==> src/rtl/active_list_pkg.sv <==
// rtl/active_list_pkg.sv - shared types and sizes for the active list
package active_list_pkg;

    localparam int ACTIVE_LIST_DEPTH = 16;
    localparam int MIPS_REG_COUNT    = 32;
    localparam int FREE_REG_COUNT    = 32;
    localparam int PHYS_REG_COUNT    = MIPS_REG_COUNT + FREE_REG_COUNT;

    typedef logic [$clog2(MIPS_REG_COUNT)-1:0]    MipsReg;
    typedef logic [$clog2(PHYS_REG_COUNT)-1:0]    PhysReg;
    typedef logic [$clog2(ACTIVE_LIST_DEPTH)-1:0] ActiveIndex;

    typedef struct packed {
        logic   valid;
        PhysReg index;
    } opt_PhysReg;

endpackage

==> src/rtl/active_list.sv <==
// rtl/active_list.sv - in-order retirement queue with mispredict restore
module active_list
    import active_list_pkg::*;
#(
    parameter int DEPTH = ACTIVE_LIST_DEPTH,
    localparam int IW = $clog2(DEPTH),
    localparam int CW = $clog2(DEPTH) + 1
) (
    input  logic          clk,
    input  logic          rst,
    input  logic          i_alloc_valid,
    output logic          o_alloc_ready,
    input  logic          i_alloc_has_dest,
    input  MipsReg        i_alloc_arch_reg,
    input  PhysReg        i_alloc_new_reg,
    input  PhysReg        i_alloc_old_reg,
    output logic [IW-1:0] o_alloc_index,
    input  logic          i_complete_valid,
    input  logic [IW-1:0] i_complete_index,
    input  logic          i_complete_mispredict,
    output logic          o_commit_valid,
    output MipsReg        o_commit_arch_reg,
    output PhysReg        o_commit_new_reg,
    output opt_PhysReg    o_freed_reg,
    output logic          o_restore,
    output logic          o_empty,
    output logic [CW-1:0] o_count
);

    logic [DEPTH-1:0] valid_q;
    logic [DEPTH-1:0] done_q;
    logic [DEPTH-1:0] misp_q;
    logic [DEPTH-1:0] dest_q;
    MipsReg           arch_q [DEPTH];
    PhysReg           new_q  [DEPTH];
    PhysReg           old_q  [DEPTH];
    logic [IW-1:0]    head_q;
    logic [IW-1:0]    tail_q;
    logic [CW-1:0]    count_q;

    logic full;
    logic alloc_fire;
    logic complete_fire;

    assign full          = (count_q == CW'(DEPTH));
    assign o_commit_valid = valid_q[head_q] && done_q[head_q];
    assign o_restore     = o_commit_valid && misp_q[head_q];
    assign o_alloc_ready = !full && !o_restore;
    assign alloc_fire    = i_alloc_valid && o_alloc_ready;
    assign complete_fire = i_complete_valid && valid_q[i_complete_index] && !o_restore;

    // Payload outputs are gated so idle and reset states present zeros.
    assign o_commit_arch_reg = o_commit_valid ? arch_q[head_q] : '0;
    assign o_commit_new_reg  = o_commit_valid ? new_q[head_q]  : '0;
    assign o_freed_reg.valid = o_commit_valid && dest_q[head_q];
    assign o_freed_reg.index = o_commit_valid ? old_q[head_q]  : '0;

    assign o_alloc_index = tail_q;
    assign o_empty       = (count_q == '0);
    assign o_count       = count_q;

    always_ff @(posedge clk or posedge rst) begin
        if (rst) begin
            valid_q <= '0;
            done_q  <= '0;
            misp_q  <= '0;
            dest_q  <= '0;
            head_q  <= '0;
            tail_q  <= '0;
            count_q <= '0;
        end else if (o_restore) begin
            // The mispredicted head retires; everything younger is discarded.
            valid_q <= '0;
            head_q  <= head_q + IW'(1);
            tail_q  <= head_q + IW'(1);
            count_q <= '0;
        end else begin
            if (alloc_fire) begin
                valid_q[tail_q] <= 1'b1;
                done_q[tail_q]  <= 1'b0;
                misp_q[tail_q]  <= 1'b0;
                dest_q[tail_q]  <= i_alloc_has_dest;
                tail_q          <= tail_q + IW'(1);
            end
            if (complete_fire) begin
                done_q[i_complete_index] <= 1'b1;
                misp_q[i_complete_index] <= i_complete_mispredict;
            end
            if (o_commit_valid) begin
                valid_q[head_q] <= 1'b0;
                head_q          <= head_q + IW'(1);
            end
            case ({alloc_fire, o_commit_valid})
                2'b10:   count_q <= count_q + CW'(1);
                2'b01:   count_q <= count_q - CW'(1);
                default: count_q <= count_q;
            endcase
        end
    end

    always_ff @(posedge clk) begin
        if (alloc_fire) begin
            arch_q[tail_q] <= i_alloc_arch_reg;
            new_q[tail_q]  <= i_alloc_new_reg;
            old_q[tail_q]  <= i_alloc_old_reg;
        end
    end

    // Completing an entry in the cycle it is allocated is an Issue-stage bug.
    always_ff @(posedge clk) begin
        if (!rst) begin
            assert (!(alloc_fire && i_complete_valid && i_complete_index == tail_q))
                else $error("active_list: completion of entry %0d in its allocation cycle", tail_q);
        end
    end

endmodule

==> config.mk <==
export PLATFORM = sky130hd
export DESIGN_NAME = active_list
export DESIGN_NICKNAME = d
export VERILOG_FILES = /design/src/rtl/active_list_pkg.sv /design/src/rtl/active_list.sv
export SDC_FILE = /design/constraint.sdc
export NUM_CORES = 1
export LEC_CHECK = 0
export CAP_MARGIN = 0
export CELL_PAD_IN_SITES_DETAIL_PLACEMENT = 0
export CELL_PAD_IN_SITES_GLOBAL_PLACEMENT = 1
export CORE_UTILIZATION = 49
export CTS_BUF_LIST = sky130_fd_sc_hd__clkbuf_8
export DETAILED_ROUTE_END_ITERATION = 10
export PLACE_DENSITY_LB_ADDON = 0.1
export SLEW_MARGIN = 30
export SYNTH_ARGS = -nofsm -noshare
export SYNTH_HDL_FRONTEND = slang
export SYNTH_SLANG_ARGS = --single-unit
==> constraint.sdc <==
create_clock -name clk -period 2.95 [get_ports clk]
set_input_delay 0.295 -clock clk [delete_from_list [all_inputs] [get_ports clk]]
set_output_delay 0.295 -clock clk [all_outputs]
set_load 0.01 [all_outputs]
Word level (Yosys, flattened, before mapping) --
Memories as Yosys holds them, arrays and structs flattened. Cells that the tools add are included.
Cells by class: muxes and demuxes 39, bitwise logic cells 8, equal/unequal tests 3, magnitude comparators 6, reductions and logical operators 17, add/sub/neg operators 4
Operators by type and width (count):
- two-way mux 16 bit | 10
- bitwise AND 16 bit | 3
- bitwise mux 16 bit | 2
- inverter 16 bit | 2
- OR 16 bit | 2
- binary-select mux 1 bit (select 4 bit) | 5
- two-way mux 4 bit | 4
- less-than comparator 4 x 5 -> 1 bit, second input constant | 3
- demux 1 bit (select 4 bit) | 3
- >= comparator 4 x 1 -> 1 bit, second input constant | 3
- two-way mux 6 bit | 2
- logical AND 1 bit | 10
- two-way mux 1 bit | 10
- two-way mux 5 bit | 2
- one-hot mux 5 bit (2 select lines) | 1
- adder 4 x 1 -> 4 bit, second input constant | 2
- adder 5 x 1 -> 5 bit, second input constant | 1
- equality test 5 bit, second input constant | 1
- logical NOT 5 bit | 1
- subtractor 5 x 1 -> 5 bit, second input constant | 1
- nonzero test 2 bit | 2
- nonzero test 3 bit | 1
- equality test 2 x 1 -> 1 bit, second input constant | 1
- equality test 2 bit, second input constant | 1
- 3 further kinds | 4
Word-level totals: output and inout port bits 31, bits of input ports 27, register bits 77, RAM bits 272, memories 3
Memory list:
- new_q | depth 16, width 6, read ports 1, clocked after memory_dff 0, wr ports 1, RTL line active_list.sv:35 | PhysReg new_q [DEPTH];
- old_q | depth 16, width 6, read ports 1, clocked after memory_dff 0, wr ports 1, RTL line active_list.sv:36 | PhysReg old_q [DEPTH];
- arch_q | depth 16, width 5, read ports 1, clocked after memory_dff 0, wr ports 1, RTL line active_list.sv:34 | MipsReg arch_q [DEPTH];

Longest topological paths before layout --
Gate-level depths: netlist of run 1.
depth after elaboration 12, mapped depth 15, depth with buffers taken out 12

Least setup slack after synthesis of run 1 --
No wires, ideal clock.
path type register to register, start point register head_q[0], end point register count_q[4], in the netlist o_count[4], path buffers 3, setup time 0.086 ns, required time 2.864 ns, cell stages (with the launch flop) 16, arrival time 2.982 ns, path slack -0.117 ns, cells stage by stage dfrtp_1 buf_6 buf_6 mux4_2 a22oi_1 nand2_1 nand2_1 buf_6 a21oi_1 xor2_1 ha_1 or3_1 a21oi_1 nand2_1 or2_2 a32oi_1
Between the ends: word-level cells in the longest chain between the ends 10, elaborated cells between the ends (all ways) 16, classes of those cells eq/ne (2); mux (8); reduce/logical (6)
Ends and longest elaborated chain:
- from (decl) | RTL line active_list.sv:37 | logic [IW-1:0] head_q;
- from (signal assigned) | RTL line active_list.sv:74 | head_q <= head_q + IW'(1);
- from (signal assigned) | RTL line active_list.sv:91 | head_q <= head_q + IW'(1);
- binary-select mux 1 bit (select 4 bit) | RTL line active_list.sv:46 | assign o_commit_valid = valid_q[head_q] && done_q[head_q];
- two-way mux 1 bit (not written as such) | RTL line active_list.sv:46
- logical AND 1 bit | RTL line active_list.sv:46
- logical AND 1 bit | RTL line active_list.sv:47 | assign o_restore = o_commit_valid && misp_q[head_q];
- logical NOT 1 bit | RTL line active_list.sv:48 | assign o_alloc_ready = !full && !o_restore;
- logical AND 1 bit | RTL line active_list.sv:48
- logical AND 1 bit | RTL line active_list.sv:49 | assign alloc_fire = i_alloc_valid && o_alloc_ready;
- equality test 2 x 1 -> 1 bit or equality test 2 bit (tied branches) | RTL line active_list.sv:93 | case ({alloc_fire, o_commit_valid})
- one-hot mux 5 bit (2 select lines) | RTL line active_list.sv:93
- two-way mux 5 bit | RTL line active_list.sv:71 | end else if (o_restore) begin
- to (signal assigned) | RTL line active_list.sv:94 | 2'b10: count_q <= count_q + CW'(1);
- to (signal assigned) | RTL line active_list.sv:95 | 2'b01: count_q <= count_q - CW'(1);
- to (signal assigned) | RTL line active_list.sv:96 | default: count_q <= count_q;
- to (decl) | RTL line active_list.sv:39 | logic [CW-1:0] count_q;
Several ways; a longest one is shown, not always the timed one. The select of a mux whose other input is x is not followed. A chain may end at the register's enable or synchronous reset.

==> results of run 1 <==
[per-stage QoR]
stage | hold WS (ns) | instance area, sq um
floorplan | 0.394 | 14900
global placement | 0.469 | 16900
detailed placement | 0.482 | 16900
CTS | 0.145 | 18600
global route | 0.172 | 18700
finish | 0.153 | 18700
[area by class of cell]
class	instances	share of cell area
inverters	23	0.00490
well taps	390	0.0262
multi-input cells	409	0.248
clock buffers	58	0.0428
flip-flops and latches	349	0.542
clock inverters	45	0.0123
repair buffers	198	0.124
[worst paths after layout]
| check | to | slack, ns | depth (start not counted) |
|---|---|---|---|
| worst min-delay path | valid_q[4] | 0.15 | 2 |
| worst max-delay path | o_freed_reg[4] | -0.17 | 7 |
| worst max register to register | o_count[4] | -0.03 | 13 |
| min in group clk | o_count[4] | 0.46 | 3 |
| worst min register to register | done_q[15] | 0.49 | 1 |
| max in group asynchronous | dest_q[14] | 2.04 | 3 |
[cell families after synthesis]
logic type | count (synthesis) | share of synthesized area
DFF | 349 | 0.677
muxes | 142 | 0.187
and+or+nand+nor | 141 | 0.0475
AOI/OAI and AO/OA | 104 | 0.0477
xor gates and xnor gates | 12 | 0.00705
adders and majority gates | 10 | 0.00839
buffers and inverters | 78 | 0.0254
[power by group through the flow]
| stage | clock [uW] | sequential (uW) | combinational (uW) |
|---|---|---|---|
| 3_5_place_dp | 0 | 6860 | 7210 |
| 5_1_grt | 4120 | 6870 | 9270 |
| 6_report | 3790 | 6790 | 8760 |
| 2_1_floorplan | 0 | 6560 | 4500 |
| 4_1_cts | 3890 | 6780 | 8550 |
| 3_3_place_gp | 0 | 6820 | 7090 |
[sequential cells by signal, indices dropped and copies added, names as in the netlist, 5 cells and up]
| name | flops |
|---|---|
| arch_q | 80 |
| o_count | 5 |
| dest_q | 16 |
| done_q | 16 |
| old_q | 96 |
| misp_q | 16 |
| valid_q | 16 |
| new_q | 96 |
[timing repair]
item,in CTS,in global routing
endpoints found under the setup margin,24,70
pin swaps,34,17
hold buffers,0,0
buffers inserted,25,6
cloned,6,1
gates resized for setup,166,32
[cells in the final DEF (no fill, tap or decap), drive strengths merged, types with 2 or more instances in the layout]
cell	netlist	final
mux4	106	106
o21ai	9	9
o31ai	12	12
xnor2	6	6
nand4b	2	2
nor3	8	8
o22a	16	16
buf	36	160
nor2b	4	4
inv	23	49
o2bb2ai	16	16
nand3	28	28
a32oi	2	2
mux2	32	32
nand2b	5	5
a22oi	5	5
ha	10	10
and3	18	18
xor2	6	6
clkinv	0	17
a21oi	38	38
clkbuf	19	59
clkdlybuf4s50	0	36
dfrtp	77	77
or2	2	2
nor2	28	28
nand4	4	4
edfxtp	272	272
mux2i	4	4
nand2	36	36
[worst max-delay path: stages, from the launching register on]
cell	delay, ns
dfrtp_4	0.55
buf_12	0.15
buf_8	0.11
buf_12	0.12
mux4_2	0.51
mux4_2	0.49
and3_1	0.18
buf_2	0.13
[per-layer routing]
metal,up-vias,track usage
met5,-,0
met4,0,0.0941
met3,82,0.0437
met2,342,0.441
met1,4575,0.351
li1,3778,-
==> results.json, run 1 <==
{
  "top_layer": "met4",
  "routed-wl-met3_microns": 2370,
  "critPathKind": "reg -> out",
  "drt_first_pass_iters": 8,
  "drc_errors": 0,
  "syn2layout_area_growth_pct": 25.1,
  "viasPerCell": 5.96,
  "grt_max_degree": 33,
  "fmax_mhz": 320,
  "power_uw": 19300,
  "avgSynthCellArea_sq_um": 17.8,
  "hold_path_class": "in -> async",
  "multi_input_area_sq_um": 4630,
  "synthArstFlopShare": 0.221,
  "drt-met1-wl_microns": 15800,
  "powerDensity_nw_per_um2": 1040,
  "antenna_found_initial": 0,
  "cts_buffers": 57,
  "synth_common_cells": "edfxtp_1 (272), mux4_2 (106), dfrtp_1 (77)",
  "p_int_uw": 12900,
  "vias": 8777,
  "dp_worst_setup_slack_ns": -0.132,
  "utilization": 0.626,
  "period_share": 1.06,
  "start_kind": "flop",
  "tightest_slew_ns": 0.835,
  "fillers": 2109,
  "setup_tns_ns": -1.70,
  "critPathCaptureType": "output port",
  "path_clk_slew_ns": 0.06,
  "hold_viol": 0,
  "clk_latency_ns": 0.61,
  "violations": "setup timing",
  "initial_utilization": 0.500,
  "cts_max_path_buffers": 3,
  "combPwrFrac": 0.453,
  "rsz0062_at_grt": "true",
  "switching_share": 0.335,
  "drt-wirelength-per-cell_microns": 26.5,
  "n_antenna_cell": 0,
  "pwr-share-clk": 0.196,
  "cp.arrival_ns": 2.83,
  "p_leak_uw": 0.00679,
  "dp_cells": 1341,
  "drtAntennaViolNets": 0,
  "grtUsageTotal": 0.264,
  "setup_violations": 19,
  "layout-drive-gt1-share": 0.368,
  "grt_pass1_wl_microns": 59000,
  "syn_area_sq_um": 14900,
  "syn_inst": 836,
  "wirelength_microns": 39000,
  "max-slew-margin-rel": 0.441,
  "synth.distinct_cells": 47,
  "die-area_sq_um": 31100,
  "startpoint": "head_q[0]",
  "wl_met2_microns": 19800,
  "grt_overflow": 0,
  "cts_tree": "done",
  "cap_violations": 0,
  "die_w_microns": 176,
  "stdcell_count": 1472,
  "outcome": "complete, but fails checks",
  "ys_seq_area_frac": 0.677,
  "drv_slew": 0,
  "yosys.area.top_type_share": 0.548,
  "core_area_sq_um": 29800,
  "gp_congestion": 0.891,
  "synth-edff-count": 272,
  "clock_skew_ns": 0.0250,
  "power_frac_seq": 0.351,
  "peakVddDrop_mv": 0.499,
  "cts_root_buf": "clkbuf_8",
  "setup_slack_ns": -0.172,
  "dp_hpwl_microns": 24000,
  "num_rows": 63,
  "port_buffers": 57,
  "ys_warn_count": 0,
  "critPathRequiredTime_ns": 2.65,
  "yosysTopAreaCell": "edfxtp_1",
  "yosysMostFrequentCell": "edfxtp_1",
  "min_period_ns": 3.12,
  "regArea_sq_um": 10100,
  "syn_nets": 873,
  "drtIter0Drc": 950,
  "cts_sinks": 349,
  "fin_nets": 1075,
  "grt_pass1_vias": 9478,
  "ys_seq_elements": 349,
  "ios": 58,
  "ys.flop_type": "edfxtp_1",
  "switching_power_uw": 6480,
  "rr_startpoint": "head_q[0]",
  "htree_levels": 2,
  "cp_max_fo": 8,
  "die_h_microns": 176,
  "synth_area_leaders": "edfxtp_1 (55%), mux4_2 (16%), dfrtp_1 (13%), mux2_1 (1.8%), a21oi_1 (1.3%)"
}
Power figures use the tool's default switching activity.
==> run 2, diff against run 1 <==
--- a/config.mk
+++ b/config.mk
@@ -9,7 +9,7 @@
 export CELL_PAD_IN_SITES_DETAIL_PLACEMENT = 0
 export CELL_PAD_IN_SITES_GLOBAL_PLACEMENT = 1
 export CORE_UTILIZATION = 49
-export CTS_BUF_LIST = sky130_fd_sc_hd__clkbuf_8
+export CTS_BUF_LIST = sky130_fd_sc_hd__clkbuf_2 sky130_fd_sc_hd__clkbuf_4 sky130_fd_sc_hd__clkbuf_8
 export DETAILED_ROUTE_END_ITERATION = 10
 export PLACE_DENSITY_LB_ADDON = 0.1
 export SLEW_MARGIN = 30
==> run 2 against run 1 <==
Utilization is 0.39 points higher. Design area grew 0.63%. Flip-flop and latch count stayed put. Total power is 1.9% higher. Critical endpoint unchanged. Via count up 1.2%. The run still ends with setup timing left. Non-clock buffer count is 1 higher. Hold slack better by 0.0057 ns. Sequential share of layout area fell by 0.34 points. Critical path depth did not move. Global-route usage about the same. Count of clock-buffer cells in the layout grew 24.
==> results.json, run 2 (synthesis gave the netlist of run 1 again) <==
{
  "outcome": "complete, but fails checks",
  "violations": "setup timing",
  "rsz0062_at_grt": "true",
  "die-area_sq_um": 31100,
  "cts_root_buf": "clkbuf_8",
  "hold_path_class": "in -> async",
  "htree_levels": 2,
  "core_area_sq_um": 29800,
  "fmax_mhz": 320,
  "start_kind": "flop",
  "postPlaceCellArea_sq_um": 16900,
  "antenna_found_initial": 0,
  "cts_buffers": 57,
  "drc_errors": 0,
  "die_h_microns": 176,
  "critPathKind": "reg -> out",
  "gp_congestion": 0.891,
  "grt_pass1_wl_microns": 59000,
  "grt_overflow": 0,
  "p_int_uw": 13200,
  "cts_max_path_buffers": 3,
  "fillers": 2109,
  "grt_pass1_vias": 9525,
  "drtIter0Drc": 1058,
  "syn2layout_area_growth_pct": 25.9,
  "cp.arrival_ns": 2.83,
  "rr_startpoint": "head_q[0]",
  "peakVddDrop_mv": 0.466,
  "combPwrFrac": 0.447,
  "hold_viol": 0,
  "switching_share": 0.332,
  "wirelength_microns": 39500,
  "cap_violations": 0,
  "num_rows": 63,
  "grtUsageTotal": 0.264,
  "cts_sinks": 349,
  "die_w_microns": 176,
  "switching_power_uw": 6540,
  "tightest_slew_ns": 0.827,
  "ios": 58,
  "setup_violations": 19,
  "drtAntennaViolNets": 0,
  "layout-drive-gt1-share": 0.392,
  "p_leak_uw": 0.00678,
  "dp_hpwl_microns": 24000,
  "port_buffers": 57,
  "rrSetupSlack_ns": -0.04,
  "crit_end": "o_freed_reg[4]",
  "initial_utilization": 0.500,
  "power_frac_seq": 0.344,
  "critPathRequiredTime_ns": 2.65,
  "critPathCaptureType": "output port",
  "cts_tree": "done",
  "period_share": 1.06,
  "multi_input_area_sq_um": 4630,
  "drt_first_pass_iters": 5,
  "largestRegisters": "new_q x96, old_q x96, arch_q x80",
  "final_cell_mix": "edfxtp_1 (272), mux4_2 (106), buf_4 (77)",
  "fin_nets": 1076,
  "setup_slack_ns": -0.179,
  "drv_slew": 0,
  "path_clk_slew_ns": 0.06,
  "max-slew-margin-rel": 0.446,
  "startpoint": "head_q[0]",
  "final_common_cell": "edfxtp_1",
  "cp_max_fo": 8,
  "powerDensity_nw_per_um2": 1050,
  "pwr-share-clk": 0.208,
  "clk_latency_ns": 0.61,
  "ctsHoldBuffers": 0,
  "r2r_end": "o_count[4]",
  "clock_skew_ns": 0.0232,
  "n_antenna_cell": 0,
  "utilization": 0.630,
  "regArea_sq_um": 10100,
  "reg2regPathDepth": 13,
  "viasPerCell": 6.03,
  "min_period_ns": 3.13,
  "drt-wirelength-per-cell_microns": 26.8,
  "grt_max_degree": 33,
  "vias": 8880,
  "finalInstanceArea_sq_um": 18800
}
run 2: how the worst min path moves through the flow:
stage	start	end	slack (ns)	cells after the start
floorplan	i_alloc_arch_reg[0]	arch_q[0][0]	0.39	0
global placement	dest_q[9]	dest_q[9]	0.47	1
detailed placement	done_q[9]	done_q[9]	0.48	1
CTS	rst	valid_q[12]	0.15	2
global route	rst	valid_q[4]	0.17	2
finish	rst	valid_q[4]	0.16	2
run 2: area by class of cell:
type / instances / share of cell area
clock buffers: 82 / 0.0521
repair buffers: 199 / 0.125
clock inverters: 21 / 0.00740
well taps: 390 / 0.0260
multi-input cells: 409 / 0.247
flip-flops and latches: 349 / 0.538
inverters: 23 / 0.00500
run 2: per-stage QoR:
step,cells,power (uW),setup slack (ns),setup TNS [ns],hold slack [ns]
after global routing,1473,20600,-0.255,-3.64,0.170
after floorplan,836,11100,-0.0742,-0.0742,0.394
after CTS,1472,19500,-0.230,-3.20,0.145
after detailed placement,1341,14100,-0.132,-0.210,0.482
after global placement,1341,13900,-0.116,-0.134,0.469
final,1473,19700,-0.179,-1.86,0.159
run 2: power groups by stage:
stage	sequential (uW)	combinational, uW	clock (uW)
6_report	6790	8820	4110
4_1_cts	6780	8550	4180
3_3_place_gp	6820	7090	0
3_5_place_dp	6860	7210	0
5_1_grt	6870	9310	4430
2_1_floorplan	6560	4500	0
run 2: what timing repair did:
action,CTS,global route
pin swaps,34,18
setup buffers,25,6
endpoints found under the setup margin,24,98
cloned,6,2
resized for setup,165,35
run 2: layer usage:
| layer | up-vias | wire (microns) | track usage |
|---|---|---|---|
| met5 | - | 0 | 0 |
| met4 | 0 | 1210 | 0.0991 |
| met3 | 89 | 2250 | 0.0437 |
| met2 | 358 | 19900 | 0.440 |
| met1 | 4653 | 16200 | 0.349 |
| li1 | 3780 | - | - |
run 2: worst max-delay path, cell delays in order, from the launching register on:
cell and delay, ns:
dfrtp_4 0.55, buf_12 0.15, buf_8 0.11, buf_12 0.12, mux4_2 0.51, mux4_2 0.49
and3_1 0.18, buf_2 0.13
